--- src/rtl/uart_fifo_transceiver.sv ---
// Full-duplex UART with per-direction FIFOs, optional parity and sticky RX error flags.
// RX words are held in a first-word fall-through FIFO that consumers pop.
module uart_fifo_transceiver #(
    parameter int CLKS_PER_BIT = 5209,
    parameter int DATA_BITS    = 8,
    parameter int PARITY       = 0,
    parameter int STOP_BITS    = 1,
    parameter int FIFO_DEPTH   = 4
) (
    input  logic                 i_Clock,
    input  logic                 i_Rst_n,
    input  logic                 i_Tx_DV,
    input  logic [DATA_BITS-1:0] i_Tx_Byte,
    output logic                 o_Tx_Ready,
    output logic                 o_Tx_Serial,
    output logic                 o_Tx_Active,
    output logic                 o_Tx_Done,
    input  logic                 i_Rx_Serial,
    output logic                 o_Rx_DV,
    output logic [DATA_BITS-1:0] o_Rx_Byte,
    input  logic                 i_Rx_Rd,
    input  logic                 i_Err_Clr,
    output logic                 o_Rx_Frame_Err,
    output logic                 o_Rx_Parity_Err,
    output logic                 o_Rx_Overrun
);

    localparam int PTR_W = (FIFO_DEPTH > 1) ? $clog2(FIFO_DEPTH) : 1;
    localparam int CNT_W = PTR_W + 1;
    localparam int CLK_W = $clog2(CLKS_PER_BIT);
    localparam logic [CLK_W-1:0] CLK_ZERO  = {CLK_W{1'b0}};
    localparam logic [CLK_W-1:0] CLK_ONE   = CLK_W'(1);
    localparam logic [CLK_W-1:0] CLK_LAST  = CLK_W'(CLKS_PER_BIT - 1);
    localparam logic [CLK_W-1:0] CLK_PRE   = CLK_W'(CLKS_PER_BIT - 2);
    localparam logic [CLK_W-1:0] CLK_HALF  = CLK_W'(CLKS_PER_BIT / 2);
    localparam logic [3:0]       BIT_LAST  = 4'(DATA_BITS - 1);
    localparam logic             STOP_LAST = (STOP_BITS == 2) ? 1'b1 : 1'b0;
    localparam logic [CNT_W-1:0] CNT_ZERO  = {CNT_W{1'b0}};
    localparam logic [CNT_W-1:0] CNT_ONE   = CNT_W'(1);
    localparam logic [CNT_W-1:0] CNT_FULL  = CNT_W'(FIFO_DEPTH);
    localparam logic [PTR_W-1:0] PTR_ONE   = PTR_W'(1);
    localparam logic [DATA_BITS-1:0] WORD_ZERO = {DATA_BITS{1'b0}};

    typedef enum logic [2:0] {
        TX_IDLE  = 3'd0,
        TX_START = 3'd1,
        TX_DATA  = 3'd2,
        TX_PAR   = 3'd3,
        TX_STOP  = 3'd4
    } tx_state_t;

    typedef enum logic [2:0] {
        RX_IDLE  = 3'd0,
        RX_START = 3'd1,
        RX_DATA  = 3'd2,
        RX_PAR   = 3'd3,
        RX_STOP  = 3'd4
    } rx_state_t;

    // Parity bit for a payload word: even = XOR of data, odd = its inverse.
    function automatic logic calc_parity(input logic [DATA_BITS-1:0] d);
        return (PARITY == 2) ? ~(^d) : (^d);
    endfunction

    // ---------------- TX FIFO ----------------
    logic [DATA_BITS-1:0] tx_mem [FIFO_DEPTH];
    logic [PTR_W-1:0]     tx_wr_ptr_q, tx_rd_ptr_q;
    logic [CNT_W-1:0]     tx_cnt_q, tx_cnt_d;
    logic                 tx_push_s, tx_pop_s, tx_stop_end_s;
    logic [DATA_BITS-1:0] tx_head_s;

    tx_state_t            tx_state_q;
    logic [CLK_W-1:0]     tx_clk_q;
    logic [3:0]           tx_bit_q;
    logic                 tx_stop_q;
    logic [DATA_BITS-1:0] tx_sh_q;
    logic                 tx_par_q;
    logic                 tx_serial_q, tx_active_q, tx_done_q;

    assign tx_push_s = i_Tx_DV && (tx_cnt_q != CNT_FULL);
    assign tx_head_s = tx_mem[tx_rd_ptr_q];

    // TX pop happens exactly when the FSM loads a new word into its shifter.
    always_comb begin
        tx_stop_end_s = (tx_state_q == TX_STOP) && (tx_clk_q == CLK_LAST) && (tx_stop_q == STOP_LAST);
        if (((tx_state_q == TX_IDLE) || tx_stop_end_s) && (tx_cnt_q != CNT_ZERO)) begin
            tx_pop_s = 1'b1;
        end else begin
            tx_pop_s = 1'b0;
        end
    end

    // TX occupancy next-state.
    always_comb begin
        case ({tx_push_s, tx_pop_s})
            2'b10:   tx_cnt_d = tx_cnt_q + CNT_ONE;
            2'b01:   tx_cnt_d = tx_cnt_q - CNT_ONE;
            default: tx_cnt_d = tx_cnt_q;
        endcase
    end

    // TX storage array; contents need no reset because occupancy gates every read.
    always_ff @(posedge i_Clock) begin
        if (tx_push_s) begin
            tx_mem[tx_wr_ptr_q] <= i_Tx_Byte;
        end
    end

    // TX FIFO pointers and count.
    always_ff @(posedge i_Clock or negedge i_Rst_n) begin
        if (!i_Rst_n) begin
            tx_wr_ptr_q <= {PTR_W{1'b0}};
            tx_rd_ptr_q <= {PTR_W{1'b0}};
            tx_cnt_q    <= CNT_ZERO;
        end else begin
            if (tx_push_s) tx_wr_ptr_q <= tx_wr_ptr_q + PTR_ONE;
            if (tx_pop_s)  tx_rd_ptr_q <= tx_rd_ptr_q + PTR_ONE;
            tx_cnt_q <= tx_cnt_d;
        end
    end

    // TX frame sequencer with registered line, active and done outputs.
    always_ff @(posedge i_Clock or negedge i_Rst_n) begin
        if (!i_Rst_n) begin
            tx_state_q  <= TX_IDLE;
            tx_clk_q    <= CLK_ZERO;
            tx_bit_q    <= 4'd0;
            tx_stop_q   <= 1'b0;
            tx_sh_q     <= WORD_ZERO;
            tx_par_q    <= 1'b0;
            tx_serial_q <= 1'b1;
            tx_active_q <= 1'b0;
            tx_done_q   <= 1'b0;
        end else begin
            tx_done_q <= 1'b0;
            case (tx_state_q)
                TX_IDLE: begin
                    tx_clk_q <= CLK_ZERO;
                    if (tx_cnt_q != CNT_ZERO) begin
                        tx_state_q  <= TX_START;
                        tx_serial_q <= 1'b0;
                        tx_active_q <= 1'b1;
                        tx_sh_q     <= tx_head_s;
                        tx_par_q    <= calc_parity(tx_head_s);
                    end else begin
                        tx_serial_q <= 1'b1;
                        tx_active_q <= 1'b0;
                    end
                end
                TX_START: begin
                    if (tx_clk_q == CLK_LAST) begin
                        tx_clk_q    <= CLK_ZERO;
                        tx_bit_q    <= 4'd0;
                        tx_state_q  <= TX_DATA;
                        tx_serial_q <= tx_sh_q[0];
                        tx_sh_q     <= {1'b0, tx_sh_q[DATA_BITS-1:1]};
                    end else begin
                        tx_clk_q <= tx_clk_q + CLK_ONE;
                    end
                end
                TX_DATA: begin
                    if (tx_clk_q == CLK_LAST) begin
                        tx_clk_q <= CLK_ZERO;
                        if (tx_bit_q == BIT_LAST) begin
                            tx_stop_q <= 1'b0;
                            if (PARITY != 0) begin
                                tx_state_q  <= TX_PAR;
                                tx_serial_q <= tx_par_q;
                            end else begin
                                tx_state_q  <= TX_STOP;
                                tx_serial_q <= 1'b1;
                            end
                        end else begin
                            tx_bit_q    <= tx_bit_q + 4'd1;
                            tx_serial_q <= tx_sh_q[0];
                            tx_sh_q     <= {1'b0, tx_sh_q[DATA_BITS-1:1]};
                        end
                    end else begin
                        tx_clk_q <= tx_clk_q + CLK_ONE;
                    end
                end
                TX_PAR: begin
                    if (tx_clk_q == CLK_LAST) begin
                        tx_clk_q    <= CLK_ZERO;
                        tx_stop_q   <= 1'b0;
                        tx_state_q  <= TX_STOP;
                        tx_serial_q <= 1'b1;
                    end else begin
                        tx_clk_q <= tx_clk_q + CLK_ONE;
                    end
                end
                TX_STOP: begin
                    if ((tx_clk_q == CLK_PRE) && (tx_stop_q == STOP_LAST)) begin
                        tx_done_q <= 1'b1;
                    end
                    if (tx_clk_q == CLK_LAST) begin
                        tx_clk_q <= CLK_ZERO;
                        if (tx_stop_q != STOP_LAST) begin
                            tx_stop_q <= 1'b1;
                        end else if (tx_cnt_q != CNT_ZERO) begin
                            // Chain straight into the next start bit with no idle gap.
                            tx_state_q  <= TX_START;
                            tx_serial_q <= 1'b0;
                            tx_sh_q     <= tx_head_s;
                            tx_par_q    <= calc_parity(tx_head_s);
                        end else begin
                            tx_state_q  <= TX_IDLE;
                            tx_serial_q <= 1'b1;
                            tx_active_q <= 1'b0;
                        end
                    end else begin
                        tx_clk_q <= tx_clk_q + CLK_ONE;
                    end
                end
                default: begin
                    tx_state_q  <= TX_IDLE;
                    tx_serial_q <= 1'b1;
                    tx_active_q <= 1'b0;
                end
            endcase
        end
    end

    assign o_Tx_Ready  = (tx_cnt_q != CNT_FULL);
    assign o_Tx_Serial = tx_serial_q;
    assign o_Tx_Active = tx_active_q;
    assign o_Tx_Done   = tx_done_q;

    // ---------------- RX ----------------
    logic                 rx_sync1_q, rx_sync2_q;
    rx_state_t            rx_state_q;
    logic [CLK_W-1:0]     rx_clk_q;
    logic [3:0]           rx_bit_q;
    logic [DATA_BITS-1:0] rx_sh_q;
    logic                 rx_par_q;
    logic                 rx_wait_high_q;
    logic                 rx_push_q;
    logic [DATA_BITS-1:0] rx_push_data_q;
    logic                 rx_stop_smp_s, rx_frame_set_s, rx_par_set_s, rx_good_s;

    logic [DATA_BITS-1:0] rx_mem [FIFO_DEPTH];
    logic [PTR_W-1:0]     rx_wr_ptr_q, rx_rd_ptr_q;
    logic [CNT_W-1:0]     rx_cnt_q, rx_cnt_d;
    logic                 rx_push_s, rx_pop_s, rx_ovr_set_s;
    logic                 frame_err_q, parity_err_q, overrun_q;

    // Two-flop synchroniser; idles high so reset does not look like a start bit.
    always_ff @(posedge i_Clock or negedge i_Rst_n) begin
        if (!i_Rst_n) begin
            rx_sync1_q <= 1'b1;
            rx_sync2_q <= 1'b1;
        end else begin
            rx_sync1_q <= i_Rx_Serial;
            rx_sync2_q <= rx_sync1_q;
        end
    end

    // Word outcome at the stop-bit sample.
    always_comb begin
        rx_stop_smp_s  = (rx_state_q == RX_STOP) && (rx_clk_q == CLK_LAST);
        rx_frame_set_s = 1'b0;
        rx_par_set_s   = 1'b0;
        rx_good_s      = 1'b0;
        if (rx_stop_smp_s) begin
            if (!rx_sync2_q) begin
                rx_frame_set_s = 1'b1;
            end else if ((PARITY != 0) && (rx_par_q != calc_parity(rx_sh_q))) begin
                rx_par_set_s = 1'b1;
            end else begin
                rx_good_s = 1'b1;
            end
        end else begin
            rx_good_s = 1'b0;
        end
    end

    // RX frame sequencer; a good word is staged for push one cycle after the stop sample.
    always_ff @(posedge i_Clock or negedge i_Rst_n) begin
        if (!i_Rst_n) begin
            rx_state_q     <= RX_IDLE;
            rx_clk_q       <= CLK_ZERO;
            rx_bit_q       <= 4'd0;
            rx_sh_q        <= WORD_ZERO;
            rx_par_q       <= 1'b0;
            rx_wait_high_q <= 1'b0;
            rx_push_q      <= 1'b0;
            rx_push_data_q <= WORD_ZERO;
        end else begin
            rx_push_q <= rx_good_s;
            if (rx_good_s) rx_push_data_q <= rx_sh_q;
            case (rx_state_q)
                RX_IDLE: begin
                    rx_clk_q <= CLK_ZERO;
                    if (rx_wait_high_q) begin
                        if (rx_sync2_q) rx_wait_high_q <= 1'b0;
                    end else if (!rx_sync2_q) begin
                        rx_state_q <= RX_START;
                    end
                end
                RX_START: begin
                    if (rx_clk_q == CLK_HALF) begin
                        rx_clk_q <= CLK_ZERO;
                        rx_bit_q <= 4'd0;
                        rx_state_q <= rx_sync2_q ? RX_IDLE : RX_DATA;
                    end else begin
                        rx_clk_q <= rx_clk_q + CLK_ONE;
                    end
                end
                RX_DATA: begin
                    if (rx_clk_q == CLK_LAST) begin
                        rx_clk_q <= CLK_ZERO;
                        rx_sh_q  <= {rx_sync2_q, rx_sh_q[DATA_BITS-1:1]};
                        if (rx_bit_q == BIT_LAST) begin
                            rx_state_q <= (PARITY != 0) ? RX_PAR : RX_STOP;
                        end else begin
                            rx_bit_q <= rx_bit_q + 4'd1;
                        end
                    end else begin
                        rx_clk_q <= rx_clk_q + CLK_ONE;
                    end
                end
                RX_PAR: begin
                    if (rx_clk_q == CLK_LAST) begin
                        rx_clk_q   <= CLK_ZERO;
                        rx_par_q   <= rx_sync2_q;
                        rx_state_q <= RX_STOP;
                    end else begin
                        rx_clk_q <= rx_clk_q + CLK_ONE;
                    end
                end
                RX_STOP: begin
                    if (rx_clk_q == CLK_LAST) begin
                        rx_clk_q   <= CLK_ZERO;
                        rx_state_q <= RX_IDLE;
                        if (!rx_sync2_q) rx_wait_high_q <= 1'b1;
                    end else begin
                        rx_clk_q <= rx_clk_q + CLK_ONE;
                    end
                end
                default: rx_state_q <= RX_IDLE;
            endcase
        end
    end

    assign rx_pop_s     = i_Rx_Rd && (rx_cnt_q != CNT_ZERO);
    assign rx_push_s    = rx_push_q && ((rx_cnt_q != CNT_FULL) || rx_pop_s);
    assign rx_ovr_set_s = rx_push_q && (rx_cnt_q == CNT_FULL) && !rx_pop_s;

    // RX occupancy next-state.
    always_comb begin
        case ({rx_push_s, rx_pop_s})
            2'b10:   rx_cnt_d = rx_cnt_q + CNT_ONE;
            2'b01:   rx_cnt_d = rx_cnt_q - CNT_ONE;
            default: rx_cnt_d = rx_cnt_q;
        endcase
    end

    // RX storage array.
    always_ff @(posedge i_Clock) begin
        if (rx_push_s) begin
            rx_mem[rx_wr_ptr_q] <= rx_push_data_q;
        end
    end

    // RX FIFO pointers and count.
    always_ff @(posedge i_Clock or negedge i_Rst_n) begin
        if (!i_Rst_n) begin
            rx_wr_ptr_q <= {PTR_W{1'b0}};
            rx_rd_ptr_q <= {PTR_W{1'b0}};
            rx_cnt_q    <= CNT_ZERO;
        end else begin
            if (rx_push_s) rx_wr_ptr_q <= rx_wr_ptr_q + PTR_ONE;
            if (rx_pop_s)  rx_rd_ptr_q <= rx_rd_ptr_q + PTR_ONE;
            rx_cnt_q <= rx_cnt_d;
        end
    end

    // Sticky error flags; a set in the same cycle as a clear takes priority.
    always_ff @(posedge i_Clock or negedge i_Rst_n) begin
        if (!i_Rst_n) begin
            frame_err_q  <= 1'b0;
            parity_err_q <= 1'b0;
            overrun_q    <= 1'b0;
        end else begin
            if (rx_frame_set_s)  frame_err_q <= 1'b1;
            else if (i_Err_Clr)  frame_err_q <= 1'b0;
            else                 frame_err_q <= frame_err_q;
            if (rx_par_set_s)    parity_err_q <= 1'b1;
            else if (i_Err_Clr)  parity_err_q <= 1'b0;
            else                 parity_err_q <= parity_err_q;
            if (rx_ovr_set_s)    overrun_q <= 1'b1;
            else if (i_Err_Clr)  overrun_q <= 1'b0;
            else                 overrun_q <= overrun_q;
        end
    end

    assign o_Rx_DV         = (rx_cnt_q != CNT_ZERO);
    assign o_Rx_Byte       = (rx_cnt_q != CNT_ZERO) ? rx_mem[rx_rd_ptr_q] : WORD_ZERO;
    assign o_Rx_Frame_Err  = frame_err_q;
    assign o_Rx_Parity_Err = parity_err_q;
    assign o_Rx_Overrun    = overrun_q;

endmodule

--- config.mk ---
export PLATFORM = sky130hd
export DESIGN_NAME = uart_fifo_transceiver
export DESIGN_NICKNAME = d
export VERILOG_FILES = /design/src/rtl/uart_fifo_transceiver.sv
export SDC_FILE = /design/constraint.sdc
export NUM_CORES = 1
export LEC_CHECK = 0
export BUFFER_PORTS_ARGS = -buffer_cell sky130_fd_sc_hd__buf_2
export CAP_MARGIN = 20
export CORE_MARGIN = 10
export CORE_UTILIZATION = 43
export DETAILED_ROUTE_END_ITERATION = 8
export HOLD_SLACK_MARGIN = 0.06
export SETUP_SLACK_MARGIN = 0.4
export SLEW_MARGIN = 10
export SYNTH_ARGS = -nofsm -noshare
export SYNTH_HDL_FRONTEND = slang
export SYNTH_SLANG_ARGS = --single-unit
--- constraint.sdc ---
create_clock -name i_Clock -period 3.4 [get_ports i_Clock]
set_input_delay 0.34 -clock i_Clock [delete_from_list [all_inputs] [get_ports i_Clock]]
set_output_delay 0.34 -clock i_Clock [all_outputs]
set_load 0.03 [all_outputs]
* Word level (Yosys, flattened, before mapping)
Memories as Yosys holds them, arrays and structs flattened.
Cells that the tools add are included.
W data, S select, Z words.
** Word-level totals
- Output and inout bits :: 16
- Flip-flop bits (word level) :: 88
- Memories kept :: 2
- RAM bits :: 64
** Memory list
- rx_mem :: depth 4, bits a word 8, read ports 1, clocked after memory_dff 0, write ports 1, line 241 : logic [DATA_BITS-1:0] rx_mem [FIFO_DEPTH];
- tx_mem :: depth 4, bits a word 8, read ports 1, clocked after memory_dff 0, write ports 1, line 66 : logic [DATA_BITS-1:0] tx_mem [FIFO_DEPTH];
** Operators by class
- $add $sub $neg :: 12
- Eq/ne operators :: 39
- Reductions and logical operators :: 41
- Muxes and demuxes :: 78
- Bitwise logic cells :: 2
** Operators by type and width (count)
- $mux W8 :: 7
- $mux W3 :: 14
- $eq A13 B13 Y1 const B :: 3
- $mux W13 :: 3
- $pmux W13 S3 :: 1
- $mux W1 :: 34
- $pmux W8 S4 :: 1
- $ne A2 B2 Y1 const B :: 15
- $pmux W3 S5 :: 2
- $add A13 B1 Y13 const B :: 2
- $pmux W13 S2 :: 1
- $mux W4 :: 6
- $pmux W4 S2 :: 2
- $reduce_bool A2 Y1 :: 8
- $reduce_and A7 Y1 :: 2
- $eq A13 B12 Y1 const B :: 1
- $eq A3 B2 Y1 const B :: 4
- $pmux W3 S2 :: 2
- $reduce_and A4 Y1 :: 3
- $reduce_bool A3 Y1 :: 4
- $logic_and A1 B1 Y1 :: 10
- $reduce_and A5 Y1 :: 2
- $eq A3 B3 Y1 const B :: 3
- $add A2 B1 Y2 const B :: 4
- 23 further kinds :: 38

* Depth between registers and ports, before layout
Gate-level depths: netlist of the first run.
- Word-level depth :: 8
- Gate-level depth with buffers :: 12
- Gate-level depth less buffers :: 11

* Worst setup path after synthesis of the first run
OpenSTA, ideal clock, no wires.
- Path type :: flip-flop to flip-flop
- From :: register tx_clk_q[9]
- To :: register tx_cnt_q[2]
- Cell stages (with the launch flop) :: 11
- Setup time :: 0.079 ns
- Setup slack :: 0.983 ns
- Arrival time :: 2.338 ns
- Path through :: dfrtp_1 -> nor4b_1 -> nand4_1 -> clkbuf_1 -> a21oi_1 -> ha_1 -> inv_1 -> fa_1 -> xor2_1 -> nor2_1 -> xor2_1
** On the way
- Longest elaborated chain between the ends :: 8
- Elaborated cells on any way between the ends :: 10
- Those cells by class :: eq/ne (3); mux (2); reduce/logical (5)
** RTL lines
- start: declaration :: line 73 : logic [CLK_W-1:0] tx_clk_q;
- start signal: assignment :: line 158 : tx_clk_q <= tx_clk_q + CLK_ONE;
- start signal: assignment :: line 179 : tx_clk_q <= tx_clk_q + CLK_ONE;
- start signal: assignment :: line 189 : tx_clk_q <= tx_clk_q + CLK_ONE;
- $eq A13 B13 Y1 * :: line 85 : tx_stop_end_s = (tx_state_q == TX_STOP) && (tx_clk_q == CLK_LAST) && (tx_stop_q == STOP_LAST);
- $logic_and A1 B1 Y1 * (2 in series) :: line 85
- $logic_or A1 B1 Y1 * :: line 86 : if (((tx_state_q == TX_IDLE) || tx_stop_end_s) && (tx_cnt_q != CNT_ZERO)) begin
- $logic_and A1 B1 Y1 * :: line 86
- $mux W1 * :: line 86
- named net tx_pop_s :: line 69 : logic tx_push_s, tx_pop_s, tx_stop_end_s;
- $eq A2 B1 Y1 / $eq A2 B2 Y1 (equally long branches) :: line 95 : case ({tx_push_s, tx_pop_s})
- $pmux W3 S2 / $reduce_bool A2 Y1 (equally long branches)
- end signal: assignment :: line 118 : tx_cnt_q <= tx_cnt_d;
- end: declaration :: line 68 : logic [CNT_W-1:0] tx_cnt_q, tx_cnt_d;
The timed path passes the listed nets; every way through them passes the cells marked *.
A chain may end at the register's enable or synchronous reset.

* Worst setup path in the final report of the first run
Ends and elaborated chain as after synthesis.

==> results of run 1 <==
-- area by class of cell --
class | instances | area [sq um]
fillers | 1393 | 7970
multi-input cells | 360 | 2740
clock inverters | 15 | 121
repair buffers | 36 | 208
well taps | 216 | 270
flip-flops and latches | 151 | 4100
clock buffers | 17 | 425
inverters | 26 | 97.6
-- registers in the layout, summed over array words and instances, names as in the netlist, 3 cells and up --
signal / flops
rx_bit_q: 4
tx_state_q: 3
rx_clk_q: 13
rx_cnt_q: 3
rx_push_data_q: 8
rx_sh_q: 8
tx_mem: 32
tx_cnt_q: 3
tx_bit_q: 4
rx_state_q: 3
tx_sh_q: 8
rx_mem: 32
tx_clk_q: 13
-- power by group through the flow --
| stage | Combinational, mW | Sequential (mW) | Clock [mW] |
|---|---|---|---|
| after floorplan | 0.413 | 2.22 | 0 |
| after global placement | 0.513 | 2.27 | 0 |
| after detailed placement | 0.530 | 2.28 | 0 |
| after CTS | 0.538 | 2.24 | 1.77 |
| after global routing | 0.601 | 2.27 | 1.86 |
| final | 0.525 | 2.24 | 1.73 |
-- stage by stage --
stage / instance area, sq um / setup slack (ns) / hold slack, ns / instances / util [%]
6_report: 7970 / 0.866 / 0.118 / 821 / 50.0
5_1_grt: 7970 / 0.698 / 0.114 / 821 / 50.0
4_1_cts: 7970 / 0.847 / 0.102 / 821 / 50.0
3_5_place_dp: 7400 / 0.863 / 0.352 / 787 / 46.4
3_3_place_gp: 7400 / 0.950 / 0.350 / 787 / 46.4
2_1_floorplan: 7040 / 0.983 / 0.0444 / 558 / -
-- cells by family after synthesis --
family / synth area share, %
buffers and inverters: 2.79
AND/OR/NAND/NOR: 14.4
XOR/XNOR: 2.86
other: 0.0532
flip-flops: 58.3
adder cells (fa/ha/maj): 3.41
AO/OA/AOI/OAI: 7.37
multiplexers: 10.8
-- cells in the mapped netlist (4+ instances only) --
master	instances
xnor2_1	11
nor3_1	15
ha_1	16
nor2b_1	5
nand3_1	19
mux4_2	16
nand4b_1	4
nand4_1	7
edfxtp_1	64
inv_1	26
a21oi_1	16
xor2_1	12
or3_1	5
and3_1	12
dfrtp_1	84
nor2_1	29
mux2_2	33
a21o_1	4
nor3b_1	4
nand2b_1	5
clkbuf_1	15
o21ai_0	31
nand2_1	45
and2_1	16
-- worst paths after layout --
| check | startpoint | end | slack (ns) | cells after the start |
|---|---|---|---|---|
| worst max-delay path | tx_clk_q[9] | tx_cnt_q[2] | 0.87 | 9 |
| worst min-delay path | i_Err_Clr | o_Rx_Frame_Err | 0.12 | 2 |
| worst max register to register | tx_clk_q[9] | tx_cnt_q[2] | 0.87 | 9 |
| worst min register to register | rx_sync1_q | rx_sync2_q | 0.36 | 0 |
| max in group asynchronous | i_Rst_n | rx_sync1_q | 2.18 | 3 |
| min in group asynchronous | i_Rst_n | rx_push_data_q[1] | 0.43 | 2 |
-- layer usage --
layer	GRT usage [%]	part of all wire (%)
met1	15.5	46
met2	19.9	48
met3	4.21	4.6
met4	4.26	1.0
met5	0	0
-- timing repair --
action                                  4_1_cts  5_1_grt
hold buffers                                  2        0
endpoints found under the hold margin        37        0
endpoints found under the setup margin        0        0
==> reports/qor.yml, run 1 <==
final_common_cell: "dfrtp_1"
fin_nets: 624
clk_pin_slew_worst_paths_ns: 0.06
die_w_um: 148
critPathRequiredTime_ns: 3.74
fin_setup_tns_ns: 0
synth_area_leaders: "dfrtp_1 30%, edfxtp_1 27%, mux2_2 5.3%"
report.final.slew_viol_count: 0
first_iter_violations: 303
final-hold-violation-count: 0
synth-seq-cells: 151
antenna_found_initial: 0
fmaxAchievable_mhz: 395
routed_via_density: 5.32
fin_crit_ns: 2.53
drc: 0
ioPinCount: 30
intPower_mw: 3.29
syn_nets: 590
wl_per_cell_um: 15.7
pwr-share-clk_pct: 38.4
cts.sinks: 151
ys.flop_type: "dfrtp_1"
diodes: 0
root_buffer: "clkbuf_16"
cp-end-kind: "flop"
grt_overflow: 0
grt_max_degree: 39
core_area_sq_um: 15900
final_cell_mix: "84 x dfrtp_1, 64 x edfxtp_1, 45 x nand2_1"
maxCapViolations: 0
postSynthAreaPerCell_sq_um: 12.6
die_y_um: 148
firstDrtPassIters: 4
power-per-cell-area_nw_per_um2: 564
initial_core_util_pct: 44.2
drive_gt1_share_pct: 21.7
syn_area_sq_um: 7040
combPwrFrac_pct: 11.7
num_rows: 46
io_buffers: 28
max_stage_delay_ns: 0.42
p_total_mw: 4.49
htree_levels: 4
path_cells: "nor4b_1, nand4_1, a21oi_1, ha_1, inv_1, fa_1, xor2_1, nor2_1, xor2_1"
clk_latency_ns: 0.42
grt_pass1_vias: 4501
grt_pass1_wl_mm: 22.2
relSlewSlack_pct: 57.8
arrival_ns: 2.88
critical_path_buf_inv_count: 1
cts-resized-gates: 0
cts_buffers: 17
cp_slowest_cell: "dfrtp_1"
cp_max_fo: 4
gp_congestion: 0.821
clock_path_buffers: 2
finalCritPeriodShare_pct: 74.5
area_delta_synth_final_pct: 13.1
vdd_drop_max_mv: 0.446
synthCells: 558
power_switching_mw: 1.20
finalClockSkew_ns: 0.00657
num_vias: 4369
synth_edf_count: 64
p_leak_nw: 3.36
async_flop_share_pct: 57.6
ys_warn_count: 0
critPathTopFamily: "simple AND/OR/NAND/NOR gates"
ys_types: 62
synth_top_area_share_pct: 29.8
tightestPinTransition_ns: 0.631
track_usage_pct: 12.5
pwr-share-seq_pct: 49.9
rsz0062_at_grt: "false"
antenna_left: 0
synth_seq_area_share_pct: 58.3
critPathKind: "flop to flop"
worst_path_most_repeated_cell: "xor2_1"
startpoint_type: "flop"
setup_viol: 0
yosys.area.top_type: "dfrtp_1"
cts_setup_buffers: 0
min_path_type: "input port to flop"
dieArea_sq_um: 21900
switching_share_pct: 26.8
status: "finished clean"
drt_wl_total_mm: 12.9
dpl.hpwl_mm: 8.82
cts_tree: "built"
Power figures use the tool's default switching activity.
==> run 2, diff against run 1 <==
==> constraint.sdc (replaced) <==
create_clock -name i_Clock -period 2.6 [get_ports i_Clock]
set_input_delay 0.26 -clock i_Clock [delete_from_list [all_inputs] [get_ports i_Clock]]
set_output_delay 0.26 -clock i_Clock [all_outputs]
set_load 0.03 [all_outputs]
==> reports/qor.yml, run 2 (synthesized netlist as in run 1, its figures left out) <==
core_area_sq_um: 15900  # unchanged
fillers: 1352  # -2.9%
critPathKind: "flop to flop"
placed_area_sq_um: 7510  # +1.5%
fin_nets: 664  # +6.4%
routed_via_density: 5.22  # -1.9%
finalClockSkew_ns: 0.00787  # +0.00130 ns
root_buffer: "clkbuf_16"
r2r_setup_slack_ns: 0.39  # -0.47 ns
r2r_end: "tx_cnt_q[2]"
dpl_worst_slack_ns: 0.270  # -0.593 ns
antenna_found_initial: 0  # unchanged
grt_max_degree: 38  # -2.6%
gp_congestion: 0.798  # -2.8%
dpl.hpwl_mm: 8.84  # +0.28%
initial_core_util_pct: 44.2  # unchanged
top_regs: "rx_mem (32), tx_mem (32)"
arrival_ns: 2.55  # -0.33 ns
htree_levels: 4  # unchanged
hold-path-endpoint: "o_Rx_Overrun"
drc: 0  # unchanged
final-hold-violation-count: 0  # unchanged
cts.sinks: 151  # unchanged
clk_latency_ns: 0.42  # about the same
fin_area_sq_um: 8460  # +6.2%
critPathRequiredTime_ns: 2.94  # -0.80 ns
reg2reg_depth: 9  # unchanged
startpoint_type: "flop"
maxCapViolations: 0  # unchanged
setup_viol: 0  # unchanged
power-per-cell-area_nw_per_um2: 715  # +27%
cp_max_fo: 3  # -1
grt_pass1_vias: 4559  # +1.3%
final_cell_mix: "79 x dfrtp_1, 64 x edfxtp_1, 45 x nand2_1"
switching_share_pct: 25.5  # -1.3 points
rsz0062_at_grt: "true"
die_w_um: 148  # unchanged
cts_buffers: 17  # unchanged
wl_per_cell_um: 15.8  # +0.39%
report.final.slew_viol_count: 0  # unchanged
tightestPinTransition_ns: 0.618  # -0.0130 ns
drt_wl_total_mm: 13.6  # +5.3%
post-place-cells: 796  # +1.1%
fin_cells: 861  # +4.9%
r2r-start: "tx_clk_q[11]"
intPower_mw: 4.51  # +37%
cp-end-kind: "flop"
combPwrFrac_pct: 12.0  # +0.3 points
finalCritPeriodShare_pct: 84.9  # +10 points
status: "finished clean"
post-route-util_pct: 53.1  # +3.1 points
whs_ns: 0.176  # +0.0580 ns
diodes: 0  # unchanged
pwr-share-clk_pct: 39.6  # +1.2 points
fin_crit_ns: 2.21  # -0.327 ns
vdd_drop_max_mv: 0.448  # +0.40%
first_iter_violations: 278  # -8.3%
num_rows: 46  # unchanged
die_y_um: 148  # unchanged
worstHoldStart: "i_Rx_Rd"
power_switching_mw: 1.55  # +28%
layout_setup_ws_ns: 0.393  # -0.473 ns
clock_path_buffers: 2  # unchanged
dieArea_sq_um: 21900  # unchanged
firstDrtPassIters: 4  # unchanged
track_usage_pct: 12.9  # +0.46 points
p_total_mw: 6.05  # +35%
clk_pin_slew_worst_paths_ns: 0.07  # about the same
antenna_left: 0  # unchanged
min_path_type: "input port to flop"
io_buffers: 28  # unchanged
cts_tree: "built"
pwr-share-seq_pct: 48.4  # -1.5 points
p_leak_nw: 3.58  # +6.6%
fmaxAchievable_mhz: 453  # +15%
grt_pass1_wl_mm: 22.9  # +3.5%
grt_overflow: 0  # unchanged
drive_gt1_share_pct: 27.8  # +6.1 points
area_delta_synth_final_pct: 20.2
final_common_cell: "dfrtp_1"
fin_setup_tns_ns: 0  # unchanged
num_vias: 4496  # +2.9%
worstHoldPathCells: 4  # +2
relSlewSlack_pct: 58.3  # +0.58 points
ioPinCount: 30  # unchanged
-- run 2: how the worst max path moves through the flow --
stage | startpoint | to | slack [ns] | cells past startpoint
after detailed placement | tx_clk_q[9] | tx_cnt_q[2] | 0.27 | 9
after global routing | tx_clk_q[11] | tx_cnt_q[2] | 0.32 | 9
after CTS | tx_clk_q[9] | tx_cnt_q[2] | 0.39 | 9
final | tx_clk_q[11] | tx_cnt_q[2] | 0.39 | 9
after global placement | rx_clk_q[9] | rx_clk_q[6] | 0.36 | 5
after floorplan | tx_clk_q[0] | tx_cnt_q[2] | 0.41 | 12
-- run 2: final cells by class --
type / count / area (sq um) / share of cell area, %
clock inverter: 14 / 148 / 1.74
clock buffer: 18 / 429 / 5.07
sequential: 151 / 4110 / 48.6
multi-input combinational: 361 / 2870 / 33.9
timing repair buffer: 75 / 539 / 6.37
inverter: 26 / 97.6 / 1.15
tap: 216 / 270 / 3.19
-- run 2: layer usage --
layer / track usage [%] / part of all wire (%) / up-vias
li1: - / - / 2187
met1: 16.3 / 46 / 2218
met2: 20.7 / 50 / 78
met3: 3.54 / 3.7 / 13
met4: 4.96 / 1.1 / 0
met5: 0 / 0 / -
-- run 2: timing repair --
item	in CTS	in global routing
endpoints found under the setup margin	33	29
hold buffers	10	1
resized for setup	12	12
gates cloned	0	1
endpoints found under the hold margin	63	2
pin swaps	7	10
setup buffers	7	14
-- run 2: power by group through the flow --
| stage | Sequential, mW | Combinational [mW] | Clock, mW |
|---|---|---|---|
| 2_1_floorplan | 2.90 | 0.547 | 0 |
| 3_3_place_gp | 2.96 | 0.684 | 0 |
| 5_1_grt | 2.96 | 0.819 | 2.59 |
| 4_1_cts | 2.93 | 0.737 | 2.46 |
| 6_report | 2.93 | 0.726 | 2.40 |
| 3_5_place_dp | 2.97 | 0.706 | 0 |
-- run 2: critical path: stages (launching register included) --
cell and delay [ns]:
dfrtp_2 0.44, nor4b_4 0.32, nand4_1 0.20, a21oi_4 0.21
ha_4 0.15, inv_1 0.04, fa_2 0.33, xor2_1 0.15
nor2_1 0.11, xor2_1 0.16
==> run 3, diff against run 2 <==
==> constraint.sdc (replaced) <==
create_clock -name i_Clock -period 1.85 [get_ports i_Clock]
set_input_delay 0.185 -clock i_Clock [delete_from_list [all_inputs] [get_ports i_Clock]]
set_output_delay 0.185 -clock i_Clock [all_outputs]
set_load 0.03 [all_outputs]
==> reports/qor.yml, run 3 (synthesized netlist as in run 1, its figures left out) <==
grt_max_degree: 37  # -2.6%
ioPinCount: 30  # unchanged
top_regs: "rx_mem (32), tx_mem (32)"
drive_gt1_share_pct: 48.6  # +21 points
arrival_ns: 2.55  # about the same
final_common_cell: "buf_4"
antenna_left: 0  # unchanged
fmaxAchievable_mhz: 455  # +0.40%
cts_tree: "built"
grt_overflow: 0  # unchanged
status: "finished, violations left"
worstHoldPathCells: 4  # unchanged
die_y_um: 148  # unchanged
vdd_drop_max_mv: 0.648  # +45%
num_vias: 4979  # +11%
p_leak_nw: 4.32  # +21%
routed_via_density: 5.23  # +0.16%
worstHoldStart: "i_Tx_DV"
cts.sinks: 151  # unchanged
final_cell_mix: "87 x buf_4, 83 x dfrtp_1, 64 x edfxtp_1"
power_switching_mw: 2.31  # +49%
clock_path_buffers: 2  # unchanged
min_path_type: "input port to flop"
fin_crit_ns: 2.20  # -0.00886 ns
grt_pass1_vias: 5266  # +16%
pwr-share-seq_pct: 43.2  # -5.2 points
maxCapViolations: 0  # unchanged
dpl.hpwl_mm: 10.2  # +16%
core_area_sq_um: 15900  # unchanged
grt_pass1_wl_mm: 26.2  # +14%
path_cells: "nor4b_4, nand4_1, a21oi_4, ha_4, inv_2, fa_2, xor2_1, nor2_1, xor2_1"
r2r-start: "tx_clk_q[11]"
post-route-util_pct: 63.0  # +9.9 points
power-per-cell-area_nw_per_um2: 924  # +29%
layout_setup_ws_ns: -0.348  # -0.741 ns
io_buffers: 28  # unchanged
pwr-share-clk_pct: 39.4  # -0.2 points
setup.worst_path.start: "tx_clk_q[11]"
clk_latency_ns: 0.43  # about the same
fillers: 1191  # -12%
diodes: 0  # unchanged
num_rows: 46  # unchanged
firstDrtPassIters: 5  # +1
report.final.slew_viol_count: 0  # unchanged
cp_slowest_cell: "dfrtp_1"
finalClockSkew_ns: 0.0135  # +0.00559 ns
max_stage_delay_ns: 0.41  # -0.03 ns
startpoint_type: "flop"
track_usage_pct: 14.8  # +1.8 points
wl_per_cell_um: 16.5  # +4.7%
relSlewSlack_pct: 66.2  # +7.9 points
cts_buffers: 17  # unchanged
initial_core_util_pct: 44.2  # unchanged
post-place-cells: 879  # +10%
fin_cells: 952  # +11%
worstSetupPathDepth: 9  # unchanged
first_iter_violations: 257  # -7.6%
rsz0062_at_grt: "true"
critPathRequiredTime_ns: 2.20  # -0.74 ns
dieArea_sq_um: 21900  # unchanged
clk_pin_slew_worst_paths_ns: 0.07  # about the same
fin_nets: 755  # +14%
finalCritPeriodShare_pct: 119  # +34 points
cp-end-kind: "flop"
violations: "negative setup slack"
worst_path_most_repeated_cell: "xor2_1"
tightestPinTransition_ns: 0.507  # -0.112 ns
intPower_mw: 6.97  # +55%
critPathTopFamily: "simple AND/OR/NAND/NOR gates"
critPathKind: "flop to flop"
dpl_worst_slack_ns: -0.400  # -0.670 ns
critical_path_buf_inv_count: 1  # unchanged
setup_viol: 73  # +73
die_w_um: 148  # unchanged
fin_setup_tns_ns: -11.72  # -11.72 ns
root_buffer: "clkbuf_16"
gp_congestion: 0.854  # +7.0%
drc: 0  # unchanged
antenna_found_initial: 0  # unchanged
p_total_mw: 9.28  # +53%
area_delta_synth_final_pct: 42.6
combPwrFrac_pct: 17.3  # +5.3 points
cp_max_fo: 2  # -1
final-hold-violation-count: 0  # unchanged
reg2reg_depth: 9  # unchanged
htree_levels: 4  # unchanged
drt_wl_total_mm: 15.7  # +16%
switching_share_pct: 24.8  # -0.70 points
## run 3: metal layers
| metal | wire (um) | up-vias | global-route usage [%] |
|---|---|---|---|
| li1 | - | 2363 | - |
| met1 | 6850 | 2498 | 18.1 |
| met2 | 8130 | 93 | 24.8 |
| met5 | 0 | - | 0 |
| met3 | 460 | 25 | 3.02 |
| met4 | 302 | 0 | 6.19 |
## run 3: stage by stage
| stage | cell area (sq um) | hold slack, ns |
|---|---|---|
| 2_1_floorplan | 7310 | -0.111 |
| 3_3_place_gp | 8410 | 0.188 |
| 3_5_place_dp | 8410 | 0.196 |
| 4_1_cts | 9750 | 0.229 |
| 5_1_grt | 10000 | 0.268 |
| 6_report | 10000 | 0.270 |
## run 3: path summary, 6_finish.rpt
check,endpoint,slack (ns)
worst max-delay path,tx_cnt_q[2],-0.35
worst min register to register,rx_sync2_q,0.38
min in group asynchronous,rx_clk_q[9],0.28
max in group asynchronous,o_Tx_Serial,0.94
worst max register to register,tx_cnt_q[2],-0.35
worst min-delay path,tx_wr_ptr_q[1],0.27
## run 3: area by class of cell
class	instances	area, sq um	share of cell area [%]
clock buffer	19	443	4.41
clock inverter	13	179	1.78
inverter	26	97.6	0.972
multi-input combinational	360	3390	33.8
sequential	151	4100	40.9
tap	216	270	2.69
timing repair buffer	167	1560	15.5
## run 3: repair_timing
action,4_1_cts,5_1_grt
gates resized for setup,114,53
cloned,3,0
setup endpoints to repair,152,148
pin swaps,53,25
hold endpoints to repair,66,0
hold buffers,11,0
buffers inserted,20,7
## run 3: power by group through the flow
| stage | logic (mW) | registers [mW] | clock network (mW) |
|---|---|---|---|
| 6_report | 1.61 | 4.01 | 3.66 |
| 5_1_grt | 1.79 | 4.05 | 3.87 |
| 4_1_cts | 1.51 | 4.02 | 3.72 |
| 3_5_place_dp | 1.45 | 4.08 | 0 |
| 3_3_place_gp | 1.38 | 4.06 | 0 |
| 2_1_floorplan | 0.799 | 4.08 | 0 |
## run 3: worst min-delay path: cells and delay by family
family / cells / cell delay [ns]
buf+inv: 2 / 0.24
simple gates: 1 / 0.15
compound gates: 1 / 0.07
